==> src/rtl/tcdm_req_spill.sv <==
// Two-entry request spill register between the request mux tree and a TCDM bank port.
// Slot A is the head and drives the bank. Slot B absorbs one request while the bank stalls.
module tcdm_req_spill #(
  parameter int unsigned ID_WIDTH   = 20,
  parameter int unsigned ADDR_WIDTH = 32,
  parameter int unsigned DATA_WIDTH = 32,
  parameter int unsigned BE_WIDTH   = DATA_WIDTH / 8
) (
  input  logic                  clk,
  input  logic                  rst_n,
  input  logic                  clear_i,
  input  logic                  data_req_i,
  input  logic [ADDR_WIDTH-1:0] data_add_i,
  input  logic                  data_wen_i,
  input  logic [DATA_WIDTH-1:0] data_wdata_i,
  input  logic [BE_WIDTH-1:0]   data_be_i,
  input  logic [ID_WIDTH-1:0]   data_ID_i,
  output logic                  data_gnt_o,
  output logic                  data_req_o,
  output logic [ADDR_WIDTH-1:0] data_add_o,
  output logic                  data_wen_o,
  output logic [DATA_WIDTH-1:0] data_wdata_o,
  output logic [BE_WIDTH-1:0]   data_be_o,
  output logic [ID_WIDTH-1:0]   data_ID_o,
  input  logic                  data_gnt_i,
  output logic [1:0]            count_o
);

  typedef enum logic [1:0] {
    EMPTY = 2'd0,
    ONE   = 2'd1,
    TWO   = 2'd2
  } state_e;

  typedef struct packed {
    logic [ADDR_WIDTH-1:0] add;
    logic                  wen;
    logic [DATA_WIDTH-1:0] wdata;
    logic [BE_WIDTH-1:0]   be;
    logic [ID_WIDTH-1:0]   id;
  } slot_t;

  state_e state_q, state_d;
  slot_t  slot_a_q, slot_b_q, slot_in;
  logic   push, pop;
  logic   load_a_in, load_a_b, load_b_in;

  assign slot_in = '{add: data_add_i, wen: data_wen_i, wdata: data_wdata_i,
                     be: data_be_i, id: data_ID_i};

  // Both handshake outputs decode registered state only, so no path crosses the buffer.
  assign data_req_o = (state_q != EMPTY);
  assign data_gnt_o = (state_q != TWO) & ~clear_i;
  assign push       = data_req_i & data_gnt_o;
  assign pop        = data_req_o & data_gnt_i;
  assign count_o    = state_q;

  assign data_add_o   = slot_a_q.add;
  assign data_wen_o   = slot_a_q.wen;
  assign data_wdata_o = slot_a_q.wdata;
  assign data_be_o    = slot_a_q.be;
  assign data_ID_o    = slot_a_q.id;

  always_comb begin
    // NOTE: every output of this block gets a default first, so no path leaves it unassigned and no latch is inferred.
    state_d   = state_q;
    load_a_in = 1'b0;
    load_a_b  = 1'b0;
    load_b_in = 1'b0;
    if (clear_i) begin
      state_d = EMPTY;
    end else begin
      unique case (state_q)
        EMPTY: begin
          if (push) begin
            load_a_in = 1'b1;
            state_d   = ONE;
          end
        end
        ONE: begin
          if (push && pop) begin
            load_a_in = 1'b1;
          end else if (push) begin
            load_b_in = 1'b1;
            state_d   = TWO;
          end else if (pop) begin
            state_d   = EMPTY;
          end
        end
        TWO: begin
          // gnt_o is low here, so only the head can leave; the skid entry moves up.
          if (pop) begin
            load_a_b = 1'b1;
            state_d  = ONE;
          end
        end
        default: state_d = EMPTY;
      endcase
    end
  end

  // NOTE: sequential state uses non-blocking assignments so every register samples pre-edge values.
  always_ff @(posedge clk or negedge rst_n) begin
    if (!rst_n) state_q <= EMPTY;
    else        state_q <= state_d;
  end

  // NOTE: the slots are reset because the bank-side fields must read zero out of reset.
  always_ff @(posedge clk or negedge rst_n) begin
    if (!rst_n) begin
      slot_a_q <= '0;
      slot_b_q <= '0;
    end else begin
      if (load_a_in)     slot_a_q <= slot_in;
      else if (load_a_b) slot_a_q <= slot_b_q;
      if (load_b_in)     slot_b_q <= slot_in;
    end
  end

endmodule

==> config.mk <==
export PLATFORM = sky130hd
export DESIGN_NAME = tcdm_req_spill
export DESIGN_NICKNAME = d
export VERILOG_FILES = /design/src/rtl/tcdm_req_spill.sv
export SDC_FILE = /design/constraint.sdc
export NUM_CORES = 1
export LEC_CHECK = 0
export ABC_AREA = 1
export CAP_MARGIN = 15
export CORE_ASPECT_RATIO = 1.5
export CORE_MARGIN = 2
export CORE_UTILIZATION = 30
export DETAILED_ROUTE_END_ITERATION = 7
export PLACE_DENSITY = 0.57
export SLEW_MARGIN = 10
export SYNTH_ARGS = -nofsm -noshare
export SYNTH_HDL_FRONTEND = slang
export SYNTH_SLANG_ARGS = --single-unit
==> constraint.sdc <==
create_clock -name clk -period 3.19 [get_ports clk]
set_input_delay 0.957 -clock clk [delete_from_list [all_inputs] [get_ports clk]]
set_output_delay 0.957 -clock clk [all_outputs]
set_load 0.05 [all_outputs]
Yosys cells after proc, flatten, opt, wreduce, memory -nomap -nowiden:

Index checks and enable logic that the tools add are counted.

* bits in registers: 180
* bits in latches: 0
* RAM bits: 0
* memory bits (read-only): 0
* input bits: 94
* logic and storage cells: 46
* memories kept: 0

* add/subtract/negate cells: 0
* $mul: 0
* divide/modulo/power cells: 0
* magnitude comparators: 0
* equal/unequal tests: 7
* shifts and indexed selects: 0
* multiplexer cells: 19
* bitwise operators: 4
* reductions and logical operators: 5

Operator list (number)
* 2-to-1 mux 89 bit: 2
* 2-to-1 mux 2 bit: 6
* 2-to-1 mux 1 bit: 9
* != test 3 bit, second input constant: 3
* one-hot mux 2 bit (3 select lines): 1
* != test 4 bit, second input constant: 1
* AND reduction 4 bit: 1
* nonzero test 2 bit: 2
* AND 1 bit: 3
* == test 2 x 1 -> 1 bit, second input constant: 1
* == test 2 bit, second input constant: 1
* zero test 2 bit: 1
* != test 2 bit, second input constant: 1
* one-hot mux 1 bit (2 select lines): 1
* logical AND 1 bit: 1
* NOT 1 bit: 1

Logic depth before layout (Yosys ltp):

* depth after elaboration: 8
* mapped depth: 7

Least setup slack after synthesis:

No wires, ideal clock.

* path type: input-to-output
* start: input port clear_i
* end: output port data_gnt_o
* data arrival time: 1.717 ns
* data required time: 2.233 ns
* setup slack: 0.516 ns
* cell stages on the path: 1
* cell sequence: a21oi_1

* cells in the longest elaborated chain, start to end: 2

RTL lines
* from (decl): RTL line 11 `input logic clear_i,`
* NOT 1 bit: RTL line 53 `assign data_gnt_o = (state_q != TWO) & ~clear_i;`
* AND 1 bit: RTL line 53
* to (decl): RTL line 18 `output logic data_gnt_o,`

No other way between the ends.

Worst setup path in the final report:

* start: register state_q[0] (netlist: count_o[0])
* end: output port data_req_o

* cells in the longest elaborated chain, start to end: 1

RTL lines
* from (decl): RTL line 43 `state_e state_q, state_d;`
* from (signal assigned): RTL line 105 `else state_q <= state_d;`
* nonzero test 2 bit: RTL line 52 `assign data_req_o = (state_q != EMPTY);`
* to (decl): RTL line 19 `output logic data_req_o,`

No other way between the ends.

==> flow_summary_export.csv <==
group,metric,value,unit
clocking,cts_made_buffers,17,
yosys,synth.distinct_cells,20,
worst_setup_path,crit_required,2.23,ns
pwr,p_sw_frac,0.3548,
yosys,syn-instance-count,901,
pwr,p_clk_frac,0.280,
clocking,cts.htree.levels,4,
clocking,clock_path_buffers,2,
detailed_routing,routed_wl,23730,um
clocking,clock_sinks,180,
floorplanning,dieArea,28410,um^2
floorplanning,start_util,0.3053,
detailed_routing,drtAntennaViolNets,0,
floorplanning,std_cell_rows,73,
detailed_routing,num_vias,6937,
yosys,ys_warn_count,0,
timing,fin_ws,0.2548,ns
timing,post-route-period-util,0.9201,
global_routing,grt_pass1_wl,37620,um
final_layout,final_cell_mix,"clkdlybuf4s50_1, nand3_1, nand2_1",
pwr,power.switching,2.835,mW
timing,fmax,340.7,MHz
pwr,p_comb_frac,0.309,
worst_hold_path,hp-class,"in2async",
final_layout,final_cell_area,10860,um^2
timing,setup_tns,0,ns
yosys,syn-num-nets,995,
clocking,clk_latency,0.43,ns
yosys,seq_area_frac_synth,0.5551,
floorplanning,die_h,205.4,um
global_routing,grt_max_degree,88,
timing,finalHoldViolations,0,
final_layout,fillCellCount,2633,
pwr,intPower,5.156,mW
clocking,clk_pin_slew,0.07,ns
yosys,synth_seq_cells,180,
clocking,ctsHoldBuffers,0,
clocking,cts_resized,0,
final_layout,diodes,0,
timing,rsz0062_at_grt,"false",
detailed_routing,first_iter_violations,541,
global_routing,gr-total-overflow,0,
final_layout,finish.utilization,0.4086,
final_layout,syn_to_final_growth,33.83,%
pwr,power_leakage,5.069,nW
place,placed_area,10240,um^2
timing,worst_pin_slew,0.6139,ns
final_layout,layout-drive-gt1-share,0.08835,
job,drv_cap,0,
place,dp_slack,0.3139,ns
pwr,ir_worst_vdd,0.4068,mV
global_routing,track_usage,0.1674,
yosys,async_flop_share,1.000,
timing,finClkSkew,0.01066,ns
worst_setup_path,startpoint_type,"flip-flop",
yosys,synth_ff_type,"dfrtp_1",
timing,min_period,2.935,ns
detailed_routing,firstDrtPassIters,4,
detailed_routing,viasPerCell,4.951,
yosys,syn_area,8114,um^2
clocking,tritoncts,"done",
outcome,status,"complete, no violations",
place,portBuffers,186,
place,place_hpwl,14180,um
global_routing,antenna_found_initial,1,
final_layout,fin_nets,1146,
worst_setup_path,cp.arrival,1.98,ns
detailed_routing,drc,0,
yosys,syn_avg_cell_area,9.006,um^2
global_routing,grt_pass1_vias,6592,
final_layout,layout_commonest_cell,"clkdlybuf4s50_1",
worst_setup_path,crit_type,"reg2out",
timing,setup_viol,0,
timing,drv_slew,0,
pwr,power.total,7.991,mW
clocking,cts-root-buf,"clkbuf_16",
clocking,cts_setup_buffers,0,
place,gp_congestion,0.7383,
floorplanning,ios,187,
timing,maxSlewHeadroom,0.5907,
pwr,seqPwrFrac,0.411,
worst_setup_path,path_max_fanout,8,
pwr,power_density,735.9,nW/um^2
floorplanning,coreArea,26580,um^2
floorplanning,die_w,138.3,um
worst_setup_path,end_kind,"output port",
yosys,synth_edf_count,0,
detailed_routing,wl_per_cell,16.94,um
power groups by stage:
stage	clock, mW	combinational [mW]	sequential, mW
2_1_floorplan	0	0.783	4.08
3_3_place_gp	0	2.47	3.30
3_5_place_dp	0	2.50	3.31
4_1_cts	2.31	2.50	3.28
5_1_grt	2.41	2.66	3.36
6_report	2.24	2.47	3.28
sequential cells by signal, summed over array words and instances, names as in the netlist:
signal        count
count_o           2
data_wen_o        1
slot_b_q         89
data_be_o         4
data_wdata_o     32
data_ID_o        20
data_add_o       32
layout make-up:
cell class              count  area, um^2  share of cell area
clock buffers              24       501.7             0.04620
clock inverters             7       118.9             0.01095
inverters                  94       352.8             0.03249
multi-input cells         552        2819              0.2596
flip-flops and latches    180        4504              0.4148
well taps                 337       421.7             0.03883
repair buffers            207        2141              0.1971
cells by family after synthesis:
logic type	Yosys count	share of synthesized area
AND/OR/NAND/NOR	462	0.2771
buffers and inverters	169	0.09838
flip-flops	180	0.5551
AO/OA/AOI/OAI	90	0.06939
layer usage:
| metal | GRT usage | wire length [um] |
|---|---|---|
| met2 | 0.2772 | 12060 |
| met4 | 0.05977 | 455 |
| met3 | 0.03770 | 1028 |
| met1 | 0.2162 | 10180 |
| met5 | 0 | 14 |
worst max-delay path, stage by stage (launching register included):
cell	delay (ns)
dfrtp_1	0.58
or2_2	0.18
clkdlybuf4s50_1	0.79
through the flow:
step / hold slack (ns) / std cells
3_3_place_gp: 0.4644 / 1370
4_1_cts: 0.3095 / 1401
6_report: 0.3373 / 1401
2_1_floorplan: 0.4534 / 901
3_5_place_dp: 0.4676 / 1370
5_1_grt: 0.3149 / 1401
Yosys cell counts (2+ instances only):
library cell | n | area share
nor2_4 | 2 | 0.0028
o21ai_2 | 30 | 0.032
dfrtp_1 | 180 | 0.56
buf_6 | 13 | 0.018
clkbuf_1 | 21 | 0.0097
nand3_4 | 2 | 0.0043
nand4_1 | 90 | 0.069
o21ai_1 | 50 | 0.031
inv_1 | 91 | 0.042
inv_2 | 3 | 0.0014
buf_4 | 6 | 0.0056
nand3_1 | 182 | 0.11
nand2_1 | 182 | 0.084
o21ai_0 | 9 | 0.0056
buf_2 | 35 | 0.022
final timing paths:
path | slack [ns] | startpoint | to | cells after the start
max | 0.25 | count_o[0] | data_req_o | 2
min | 0.34 | rst_n | data_wen_o | 1
max reg2reg | 1.29 | count_o[1] | data_wdata_o[13] | 5
min reg2reg | 0.48 | slot_b_q[59] | slot_b_q[59] | 2
max in group asynchronous | 2.13 | rst_n | slot_b_q[40] | 2
min in group clk | 0.48 | slot_b_q[59] | slot_b_q[59] | 2
Note: power is estimated with default switching activity, not from simulation.
